**src/rtl/m_axi_reg_pkg.sv**
```systemverilog
// Shared types for the single-beat AXI register master: FSM state encoding
// and the response codes reported on rsp_err.
package m_axi_reg_pkg;

  typedef enum logic [2:0] {
    IDLE,
    WR_REQ,
    WR_RESP,
    RD_ADDR,
    RD_DATA,
    RSP
  } state_t;

  localparam logic [1:0] RSP_OKAY    = 2'b00;
  localparam logic [1:0] RSP_SLVERR  = 2'b10;
  localparam logic [1:0] RSP_TIMEOUT = 2'b11;

endpackage

```
**src/rtl/m_axi_reg_cmd.sv**
```systemverilog
// Single-beat AXI master: turns one register command at a time into an AXI
// write (AW+W, then B) or read (AR, then R) and returns status/data on the
// response port. Every AXI valid/ready output is a register, so no output
// depends combinationally on a ready input.
// Optional watchdog: define M_AXI_REG_TIMEOUT_EN to abort a transaction that
// has not completed within TIMEOUT_CYCLES cycles (rsp_err = 11).
module m_axi_reg_cmd
  import m_axi_reg_pkg::*;
#(
  parameter int         DATA_WIDTH     = 32,
  parameter int         ADDR_WIDTH     = 32,
  parameter logic [3:0] ID_VALUE       = 4'd0,
  parameter int         TIMEOUT_CYCLES = 256
) (
  input  logic                    clk,
  input  logic                    areset,
  input  logic                    cmd_valid,
  output logic                    cmd_ready,
  input  logic                    cmd_write,
  input  logic [ADDR_WIDTH-1:0]   cmd_addr,
  input  logic [DATA_WIDTH-1:0]   cmd_wdata,
  input  logic [DATA_WIDTH/8-1:0] cmd_wstrb,
  output logic                    rsp_valid,
  input  logic                    rsp_ready,
  output logic [DATA_WIDTH-1:0]   rsp_rdata,
  output logic [1:0]              rsp_err,
  output logic [3:0]              awid_o,
  output logic [ADDR_WIDTH-1:0]   awaddr_o,
  output logic                    awvalid_o,
  input  logic                    awready_i,
  output logic [3:0]              wid_o,
  output logic [DATA_WIDTH-1:0]   wdata_o,
  output logic [DATA_WIDTH/8-1:0] wstrb_o,
  output logic                    wlast_o,
  output logic                    wvalid_o,
  input  logic                    wready_i,
  output logic [3:0]              arid_o,
  output logic [ADDR_WIDTH-1:0]   araddr_o,
  output logic                    arvalid_o,
  input  logic                    arready_i,
  input  logic [3:0]              rid_i,
  input  logic [DATA_WIDTH-1:0]   rdata_i,
  input  logic                    rlast_i,
  input  logic                    rvalid_i,
  output logic                    rready_o,
  input  logic [3:0]              bid_i,
  input  logic [1:0]              bresp_i,
  input  logic                    bvalid_i,
  output logic                    bready_o
);

  state_t state;
  logic   aw_done, w_done;
  logic   aw_fire, w_fire, accept, to_hit;

  assign awid_o  = ID_VALUE;
  assign wid_o   = ID_VALUE;
  assign arid_o  = ID_VALUE;
  assign wlast_o = 1'b1;

  assign accept  = cmd_valid && cmd_ready;
  assign aw_fire = awvalid_o && awready_i;
  assign w_fire  = wvalid_o && wready_i;

  // Single beat only, so rlast carries no information; bresp[0] only
  // distinguishes EXOKAY/DECERR variants we fold into bresp[1].
  logic unused_ok;
  assign unused_ok = ^{rlast_i, bresp_i[0], TIMEOUT_CYCLES[0]};

`ifdef M_AXI_REG_TIMEOUT_EN
  localparam int            TW     = $clog2(TIMEOUT_CYCLES + 1);
  localparam logic [TW-1:0] TO_MAX = TW'(TIMEOUT_CYCLES - 1);

  logic [TW-1:0] to_cnt;
  logic          in_flight;

  assign in_flight = (state == WR_REQ) || (state == WR_RESP) ||
                     (state == RD_ADDR) || (state == RD_DATA);

  // Watchdog: restarts at command accept, counts every in-flight cycle.
  always_ff @(posedge clk) begin
    if (areset)         to_cnt <= '0;
    else if (accept)    to_cnt <= '0;
    else if (in_flight) to_cnt <= to_cnt + 1'b1;
  end

  // A response arriving on the final cycle still wins over the abort.
  assign to_hit = in_flight && (to_cnt == TO_MAX) &&
                  !((state == WR_RESP) && bvalid_i) &&
                  !((state == RD_DATA) && rvalid_i);
`else
  assign to_hit = 1'b0;
`endif

  // Transaction FSM; all handshake outputs are registered here.
  always_ff @(posedge clk) begin
    if (areset) begin
      state     <= IDLE;
      cmd_ready <= 1'b1;
      rsp_valid <= 1'b0;
      rsp_rdata <= '0;
      rsp_err   <= RSP_OKAY;
      awaddr_o  <= '0;
      awvalid_o <= 1'b0;
      wdata_o   <= '0;
      wstrb_o   <= '0;
      wvalid_o  <= 1'b0;
      araddr_o  <= '0;
      arvalid_o <= 1'b0;
      rready_o  <= 1'b0;
      bready_o  <= 1'b0;
      aw_done   <= 1'b0;
      w_done    <= 1'b0;
    end else begin
      case (state)
        IDLE: if (accept) begin
          cmd_ready <= 1'b0;
          if (cmd_write) begin
            awaddr_o  <= cmd_addr;
            wdata_o   <= cmd_wdata;
            wstrb_o   <= cmd_wstrb;
            awvalid_o <= 1'b1;
            wvalid_o  <= 1'b1;
            aw_done   <= 1'b0;
            w_done    <= 1'b0;
            state     <= WR_REQ;
          end else begin
            araddr_o  <= cmd_addr;
            arvalid_o <= 1'b1;
            state     <= RD_ADDR;
          end
        end
        WR_REQ: begin
          if (aw_fire) begin awvalid_o <= 1'b0; aw_done <= 1'b1; end
          if (w_fire)  begin wvalid_o  <= 1'b0; w_done  <= 1'b1; end
          if ((aw_done || aw_fire) && (w_done || w_fire)) begin
            bready_o <= 1'b1;
            state    <= WR_RESP;
          end
        end
        WR_RESP: if (bvalid_i) begin
          bready_o  <= 1'b0;
          rsp_rdata <= '0;
          rsp_err   <= (bresp_i[1] || (bid_i != ID_VALUE)) ? RSP_SLVERR : RSP_OKAY;
          rsp_valid <= 1'b1;
          state     <= RSP;
        end
        RD_ADDR: if (arready_i) begin
          arvalid_o <= 1'b0;
          rready_o  <= 1'b1;
          state     <= RD_DATA;
        end
        RD_DATA: if (rvalid_i) begin
          rready_o  <= 1'b0;
          rsp_rdata <= rdata_i;
          rsp_err   <= (rid_i != ID_VALUE) ? RSP_SLVERR : RSP_OKAY;
          rsp_valid <= 1'b1;
          state     <= RSP;
        end
        RSP: if (rsp_ready) begin
          rsp_valid <= 1'b0;
          cmd_ready <= 1'b1;
          state     <= IDLE;
        end
        default: state <= IDLE;
      endcase

      if (to_hit) begin
        awvalid_o <= 1'b0;
        wvalid_o  <= 1'b0;
        arvalid_o <= 1'b0;
        rready_o  <= 1'b0;
        bready_o  <= 1'b0;
        rsp_rdata <= '0;
        rsp_err   <= RSP_TIMEOUT;
        rsp_valid <= 1'b1;
        state     <= RSP;
      end
    end
  end

endmodule
```
**config.mk**
```make
export PLATFORM = sky130hd
export DESIGN_NAME = m_axi_reg_cmd
export DESIGN_NICKNAME = d
export VERILOG_FILES = /design/src/rtl/m_axi_reg_pkg.sv /design/src/rtl/m_axi_reg_cmd.sv
export SDC_FILE = /design/constraint.sdc
export NUM_CORES = 1
export LEC_CHECK = 0
export CAP_MARGIN = 20
export CELL_PAD_IN_SITES_DETAIL_PLACEMENT = 2
export CELL_PAD_IN_SITES_GLOBAL_PLACEMENT = 2
export CORE_ASPECT_RATIO = 1.75
export CORE_MARGIN = 5
export CORE_UTILIZATION = 21
export CTS_CLUSTER_SIZE = 40
export DETAILED_ROUTE_END_ITERATION = 10
export HOLD_SLACK_MARGIN = 0.12
export PLACE_DENSITY_LB_ADDON = 0.25
export SLEW_MARGIN = 20
export SYNTH_ARGS = -nofsm -noshare
export SYNTH_HDL_FRONTEND = slang
export SYNTH_SLANG_ARGS = --single-unit
```
**constraint.sdc**
```tcl
create_clock -name clk -period 2.2 [get_ports clk]
set_clock_uncertainty 0.1 [all_clocks]
set_input_delay 0.33 -clock clk [delete_from_list [all_inputs] [get_ports clk]]
set_output_delay 0.33 -clock clk [all_outputs]
set_load 0.1 [all_outputs]
```
==> metrics.yaml <==
final.min_clock_period_ns: 1.99
cts.sinks: 145
cp.arrival_ns: 2.21
synth_top_family_by_area: "simple AND/OR/NAND/NOR gates"
track_usage_pct: 15.5
drc: 0
cp.required_ns: 2.42
netlist_instances: 675
min-delay-path-class: "in2reg"
fin_setup_tns_ns: 0
vias: 5577
synth_simple_gate_area_share_pct: 23.9
grt_max_degree: 56
synthMuxAreaShare_pct: 0.394
routedWlPerCell_microns: 18.2
path_clk_slew_ns: 0.06
die_h_microns: 222
seq_area_frac_synth_pct: 53.8
place_inst: 1215
start_util_pct: 21.3
layout_common_cells: "nand2_1, buf_4, dfxtp_1"
fmax_mhz: 501
status: "completed"
diodes: 0
crit_path_start_kind: "register"
core.rowCount: 77
ys_ff_latch: 145
worst_setup_path_end_kind: "register"
place.gp.congestion: 0.739
rsz0062_at_grt: "false"
ant_nets: 0
cts_resized: 0
routed-wl-met2_mm: 12.7
nets: 1039
relSlewSlack_pct: 64.1
yosysTopAreaCell: "dfxtp_1"
drt-met1-wl_mm: 8.22
syn2layout_area_growth_pct: 58.1
dieArea_sq_um: 29100
clock-root-buffer: "clkbuf_16"
maxCapViolCount: 0
vdd_drop_max_mv: 0.514
synth-async-reset-ratio_pct: 0
hold_buffers: 0
setup_violations: 0
synth_area_leaders: "dfxtp_1, nand2_1, a21oi_1"
place_hpwl_mm: 16.6
synth_compound_area_share_pct: 14.9
gr-total-overflow: 0
tightest_slew_ns: 0.538
fin_util_pct: 33.7
grt_pass1_vias: 6027
synth_fa_ha_area_share_pct: 0
power_density_nw_per_um2: 1190
antenna_found_initial: 0
cts_tree: "built"
clk_latency_ns: 0.43
avgViaCountPerCell: 4.48
h-tree-depth: 4
path_class: "reg2reg"
final_cells: 1245
synth_top_area_share_pct: 53.8
drive_gt1_share_pct: 21.2
dpl_worst_slack_ns: 0.0871
yosysUniqueCellTypes: 37
fin_ws_ns: 0.205
netlist_area_sq_um: 5400
postCtsSetupBuffers: 0
synth_edf_count: 0
synth_area_per_cell_sq_um: 8.00
top_layer: "met4"
synth_ff_type: "dfxtp_1"
numPortBuffers: 258
wl_met3_mm: 1.26
cts_buffer_depth: 2
layout_commonest_cell: "nand2_1"
fp.dieW_microns: 131
finalCritPeriodShare_pct: 90.7
first_pass_iters: 4
drtIter0Drc: 190
cellLeakagePower_nw: 3.30
io-pin-count: 275
synth-xor-area-share_pct: 0.162
core_area_sq_um: 25300
drt_wl_total_mm: 22.6
cts_buffers: 17
slew_viol_final: 0
crit_fanout: 13
final_hold_viol_count: 0
grt_pass1_wl_mm: 35.3
ys_warn_count: 0
finalPower_mw: 10.1
state kept, by name, indices dropped and copies added, names as in the netlist:
register,count
wstrb_o,4
bready_o,1
wvalid_o,1
araddr_o,32
rsp_valid,1
w_done,1
awaddr_o,32
aw_done,1
arvalid_o,1
rsp_rdata,32
cmd_ready,1
rready_o,1
state,3
rsp_err,1
awvalid_o,1
wdata_o,32
per-stage QoR:
| stage | hold slack (ns) | instance area (sq um) |
|---|---|---|
| floorplan | 0.345 | 5440 |
| global placement | 0.340 | 7980 |
| detailed placement | 0.351 | 7980 |
| CTS | 0.187 | 8530 |
| global route | 0.240 | 8530 |
| finish | 0.208 | 8530 |
per-layer routing:
| layer | track usage, % | vias to the layer above |
|---|---|---|
| li1 | - | 2688 |
| met2 | 29.4 | 158 |
| met5 | 0 | - |
| met4 | 5.44 | 0 |
| met3 | 5.06 | 22 |
| met1 | 15.4 | 2709 |
worst max-delay path, cell delays in order, from the launching register on:
cell,delay (ns)
dfxtp_1,0.66
nor3b_2,0.33
nor3_1,0.10
o211ai_1,0.34
mux2_1,0.35
cells by family (layout without fill, tap and decap cells):
family,count (synthesis),after routing
AO/OA/AOI/OAI,153,153
other,2,14
flip-flops,145,145
AND/OR/NAND/NOR,303,303
buffers and inverters,69,311
multiplexers,2,2
XOR/XNOR,1,1
cells in the mapped netlist (2+ instances only):
| cell type | n |
|---|---|
| nand2_1 | 243 |
| dfxtp_1 | 145 |
| a21oi_1 | 139 |
| nand3_1 | 33 |
| clkbuf_1 | 31 |
| buf_2 | 15 |
| buf_4 | 15 |
| nor2_1 | 6 |
| nor3b_2 | 5 |
| buf_6 | 4 |
| inv_1 | 4 |
| nor3_1 | 4 |
| a211oi_1 | 2 |
| a311oi_1 | 2 |
| a32oi_1 | 2 |
| conb_1 | 2 |
| o211ai_1 | 2 |
| or4_1 | 2 |
power breakdown:
| part | switching, mW | leakage [nW] | internal, mW |
|---|---|---|---|
| Sequential | 0.218 | 1.18 | 2.91 |
| Clock | 1.13 | 0.275 | 1.69 |
| Combinational | 3.14 | 1.85 | 1.05 |
| Total | 4.48 | 3.30 | 5.64 |
layout make-up:
cell class / count / area [sq um]
fill: 2920 / 16800
clock inverter: 5 / 52.6
sequential: 145 / 2900
timing repair buffer: 277 / 2470
inverter: 4 / 15.0
tap: 316 / 395
clock buffer: 25 / 505
multi-input combinational: 473 / 2190
path summary, 6_finish.rpt:
check	depth (start not counted)	slack, ns	endpoint	startpoint
max	4	0.21	state[1]$_SDFFE_PP0P_	state[1]$_SDFFE_PP0P_
min	2	0.21	aw_done$_SDFFE_PP0P_	areset
max reg2reg	4	0.21	state[1]$_SDFFE_PP0P_	state[1]$_SDFFE_PP0P_
min reg2reg	2	0.35	rsp_rdata[6]$_SDFFE_PP0P_	rsp_rdata[6]$_SDFFE_PP0P_
(Power assumes the default switching activity.)
==> patch 1: new RTL, same flow settings <==
The 6 states of `state_t` get a one-hot encoding in 6 bits.
--- a/src/rtl/m_axi_reg_pkg.sv
+++ b/src/rtl/m_axi_reg_pkg.sv
@@ -3,11 +3,11 @@
 package m_axi_reg_pkg;
 
-  typedef enum logic [2:0] {
-    IDLE,
-    WR_REQ,
-    WR_RESP,
-    RD_ADDR,
-    RD_DATA,
-    RSP
+  typedef enum logic [5:0] {
+    IDLE    = 6'b000001,
+    WR_REQ  = 6'b000010,
+    WR_RESP = 6'b000100,
+    RD_ADDR = 6'b001000,
+    RD_DATA = 6'b010000,
+    RSP     = 6'b100000
   } state_t;
 
Behaviour: no difference found for any inputs over 4 cycles, from zero or initial values and one cycle with areset high; so few cycles prove little.
==> patch 1 against the unedited design <==
The run now ends with negative setup slack left; critical path depth grew 3; synthesized area shrank 2.1%; sequential share of layout area shrank 2.1 points; fmax shrank 16%; first-iteration DRC count shrank 39%; global-route usage grew 0.52 points; sequential cell count grew 3; critical path type unchanged; cell area grew 8.8%; wire length grew 2.4%; worst setup slack lost 0.38 ns; worst hold slack gained 0.031 ns.
Power is not compared: it rests on default switching activity, and its combinational part moved more than twofold at a synthesized area within 25%.
==> patch 1: results (changes against the unedited design) <==
outcome = finished, violations left
failing checks = negative setup slack
Final setup violation count = 122 (+122)
1st-pass router iterations = 4 (unchanged)
max incr delay on CP = 0.53 ns (-0.13 ns)
setup TNS = -12.49 ns (-12.49 ns)
CP arrival = 2.59 ns (+0.38 ns)
layout cells sized above 1 = 32.5% (+11 points)
CTS root buf = clkbuf_16
vias = 5525 (-0.93%)
initial DRC count = 115 (-39%)
maximum vdd drop = 0.486 mV
Synth cell types = 29 (-22%)
H-Tree Level Count = 4 (unchanged)
fill count = 2772 (-5.1%)
Avg WL per Cell = 18.7 um (+2.8%)
Synth area leaders = dfxtp_1 (56%), nand2_1 (15%), a21oi_1 (11%)
DP HPWL = 16200 um (-2.2%)
Multi-input gate area = 2380 um2 (+8.7%)
min-delay src = areset
crit path launch = state[1]$_SDFFE_PP0P_
Num CTS Buffers = 17 (unchanged)
initial antenna violation count = 0 (unchanged)
ANT cells = 0 (unchanged)
CTS max path bufs = 2 (unchanged)
critical path peak fanout = 6 (-7)
IO buf count = 258 (unchanged)
sw frac = 33.5%
placed cell areas = 8010 um2 (+0.39%)
first-pass GRT wire length = 34200 um (-3.2%)
Total Wirelength = 23200 um (+2.4%)
RePlAce Congestion = 0.727 (-1.6%)
top post-synthesis cells by count = nand2_1 (208), dfxtp_1 (148), a21oi_1 (115), nor2_1 (41), a22oi_1 (32)
seq pwr = 2.88 mW
Seq/Total Area, Yosys = 56.1% (+2.3 points)
Place WS = -0.304 ns (-0.391 ns)
dpl cells = 1193 (-1.8%)
clk slew on worst S/H paths = 0.07 ns
final setup margin = -0.174 ns (-0.379 ns)
clock share of power = 38.8%
Primary FF master, synth = dfxtp_1
Total Routing Usage GR = 16.0% (+0.52 points)
Ys Warns = 0 (unchanged)
nets = 1037 (-0.19%)
post-synthesis async set-or-reset flop share = 0% (unchanged)
Syn Inst Count = 639 (-5.3%)
worst skew pair latency = 0.43 ns (about the same)
slowest CP cell = or4_4
delay-heaviest family, CP = simple AND/OR/NAND/NOR gates
r2r startpoint = state[1]$_SDFFE_PP0P_
vias in the first global route = 6053 (+0.43%)
pin count of the biggest net entering global routing = 45 (-20%)
Leak Pwr = 3.68 nW
patch 1: cell count changes after synthesis, sizes merged, moves of 2 or more:
| cell | change |
|---|---|
| or3 | +4 |
| a211oi | -2 |
| nor2 | +35 |
| nor2b | -2 |
| nand2 | -35 |
| or4 | +2 |
| nand2b | +4 |
| inv | -3 |
| dfxtp | +3 |
| a22oi | +32 |
| nor3b | -2 |
| clkbuf | -7 |
| a21oi | -24 |
| nand3 | -33 |
patch 1: repair_timing:
action / 4_1_cts / 5_1_grt
pin swaps: 11 / 23
cloned: 7 / 2
setup buffers: 4 / 4
gates resized for setup: 41 / 77
setup endpoints to repair: 107 / 139
patch 1: logic make-up (layout without fill, tap and decap cells):
kind of cell	Yosys count	after routing	share of synthesized area, %
AO/OA/AOI/OAI	155	155	16.7
AND/OR/NAND/NOR	274	274	21.2
buffers and inverters	60	338	5.87
flip-flops	148	148	56.1
other	2	14	0.142
patch 1: area by class of cell:
cell class                 instances  area share (%)
tap                              312            4.20
clock buffer                      17            4.58
inverter                           1          0.0404
timing repair buffer             305            31.6
sequential                       148            31.9
multi-input combinational        443            25.6
clock inverter                    15            2.03
patch 1: worst paths after layout:
check	endpoint	depth (start not counted)	slack (ns)
worst max-delay path	wdata_o[14]$_SDFFE_PP0P_	7	-0.17
worst min-delay path	rsp_rdata[29]$_SDFFE_PP0P_	2	0.24
worst max register to register	wdata_o[14]$_SDFFE_PP0P_	7	-0.17
worst min register to register	araddr_o[3]$_SDFFE_PP0P_	2	0.35
patch 1: routing by layer:
metal	wire [um]	GRT usage, %
met1	8020	15.7
met2	13300	30.6
met3	1400	4.78
met4	461	6.24
met5	0	0
==> patch 2: new RTL, same flow settings <==
Made on the original files. Build with the macro `M_AXI_REG_TIMEOUT_EN` defined.
--- a/src/rtl/m_axi_reg_cmd.sv
+++ b/src/rtl/m_axi_reg_cmd.sv
@@ -5,4 +5,6 @@
 // Optional watchdog: define M_AXI_REG_TIMEOUT_EN to abort a transaction that
 // has not completed within TIMEOUT_CYCLES cycles (rsp_err = 11).
+`define M_AXI_REG_TIMEOUT_EN
+
 module m_axi_reg_cmd
   import m_axi_reg_pkg::*;
Function: same outputs for any inputs over 4 cycles, from zero or initial values and one cycle with areset high; that may be too few to reach the edited logic, so the function may still have changed.
==> patch 2 against the unedited design <==
Wire length up 9.1%; first-iteration DRC count down 56%; worst setup slack worse by 0.039 ns; sequential cell count up 10; non-clock buffer count up 14; core utilization down 1.3 points; total power up 3.7%; cell area up 11%; synthesized area up 15%; largest power group unchanged.
==> patch 2: results (changes against the unedited design) <==
Synth area leaders = dfxtp_1 (50%), nand2_1 (13%), a21oi_1 (9.2%)
CTS max path bufs = 2 (unchanged)
RePlAce Congestion = 0.735 (-0.53%)
H-Tree Level Count = 4 (unchanged)
Total Wirelength = 24700 um (+9.1%)
vias in the first global route = 6606 (+9.6%)
critical path peak fanout = 19 (+6)
DP HPWL = 18300 um (+10%)
layout cells sized above 1 = 21.3% (+0.075 points)
Ys Warns = 0 (unchanged)
IO buf count = 259 (+0.39%)
post-synthesis async set-or-reset flop share = 0% (unchanged)
initial DRC count = 84 (-56%)
Post-CTS Setup Inserts = 0 (unchanged)
Total Routing Usage GR = 14.6% (-0.81 points)
outcome = finished clean
Leak Pwr = 3.68 nW (+11%)
top post-synthesis cells by count = nand2_1 (213), dfxtp_1 (155), a21oi_1 (114), nor2_1 (50)
Max-slew headroom = 59.5% (-4.6 points)
Final Critical Period = 2.03 ns (+0.0394 ns)
Primary FF master, synth = dfxtp_1
Place WS = 0.0407 ns (-0.0464 ns)
Synth cell types = 52 (+41%)
1st-pass router iterations = 4 (unchanged)
maximum vdd drop = 0.633 mV (+23%)
Seq/Total Area, Yosys = 50.1% (-3.7 points)
pin count of the biggest net entering global routing = 75 (+34%)
CTS root buf = clkbuf_16
min-delay worst type = input port to flip-flop
vias per cell = 4.32 (-3.5%)
nets = 1129 (+8.7%)
final hold slack = 0.233 ns (+0.0248 ns)
CP arrival = 2.30 ns (+0.09 ns)
fill count = 3368 (+15%)
Reg2Reg Setup Slack = 0.17 ns (-0.04 ns)
worst skew pair latency = 0.44 ns
first-pass GRT wire length = 37900 um (+7.3%)
[patch 2: changes by cell type in the layout (fill, tap and decap cells not counted), moves of 5 or more]
cell / delta
nand2_1: -30
dfxtp_1: +10
buf_4: +13
nor4_1: +5
nand2b_1: +6
a21oi_1: -26
xnor2_1: +6
nor2_1: +44
mux2i_1: +30
and2_1: +31
nand3_1: -28
a31oi_1: +6
[patch 2: power by group]
group,internal [mW],switching (mW)
Sequential,3.12,0.239
Clock,1.58,1.20
Combinational,1.15,3.21
[patch 2: logic make-up (layout without fill, tap and decap cells)]
group                      Yosys count  count (layout)  share of synthesized area [%]
xor gates and xnor gates             7               7                          0.989
and+or+nand+nor                    337             337                           24.1
other                                2              13                          0.121
DFF                                155             155                           50.1
buffers and inverters               69             324                           6.24
muxes                               31              31                           5.01
AOI/OAI and AO/OA                  146             146                           13.1
adders and majority gates            2               2                          0.404
[patch 2: routing by layer]
metal / GRT usage [%] / vias up / routed length (um)
li1: - / 2952 / -
met1: 14.6 / 2864 / 8970
met2: 27.9 / 194 / 13600
met3: 5.33 / 27 / 1710
met4: 4.67 / 0 / 437
met5: 0 / - / 0
[patch 2: layout make-up]
cell class / count / area (um2) / share of cell area [%]
clock buffers: 20 / 457 / 4.82
clock inverters: 8 / 73.8 / 0.779
inverters: 5 / 18.8 / 0.198
multi-input cells: 536 / 2760 / 29.1
flip-flops and latches: 155 / 3100 / 32.8
well taps: 382 / 478 / 5.04
repair buffers: 291 / 2590 / 27.3
[patch 2: worst paths after layout]
path / endpoint / cells after the start / startpoint
min: rsp_err[0]$_SDFFE_PP0P_ / 2 / areset
max reg2reg: rsp_rdata[6]$_SDFFE_PP0P_ / 9 / to_cnt[0]$_SDFFE_PP0P_
min reg2reg: wdata_o[8]$_SDFFE_PP0P_ / 2 / wdata_o[8]$_SDFFE_PP0P_
max: rsp_rdata[6]$_SDFFE_PP0P_ / 9 / to_cnt[0]$_SDFFE_PP0P_
[patch 2: metrics by stage]
step           std cells  instance area [um2]
3_5_place_dp        1367                 8900
3_3_place_gp        1367                 8900
5_1_grt             1397                 9480
6_report            1397                 9480
4_1_cts             1395                 9430
2_1_floorplan        760                 6240
[patch 2: worst max-delay path: stages, from the launching register on]
cell and delay [ns]:
dfxtp_1 0.33, ha_1 0.23, nand3_1 0.09, nor2_1 0.04, ha_2 0.20, nand2b_1 0.18, a21oi_2 0.06, a311o_2 0.40
buf_12 0.19, nor2_1 0.12
[patch 2: repair_timing]
item | CTS | global route
resized for setup | 0 | 3
setup endpoints to repair | 0 | 38
hold endpoints to repair | 0 | 0
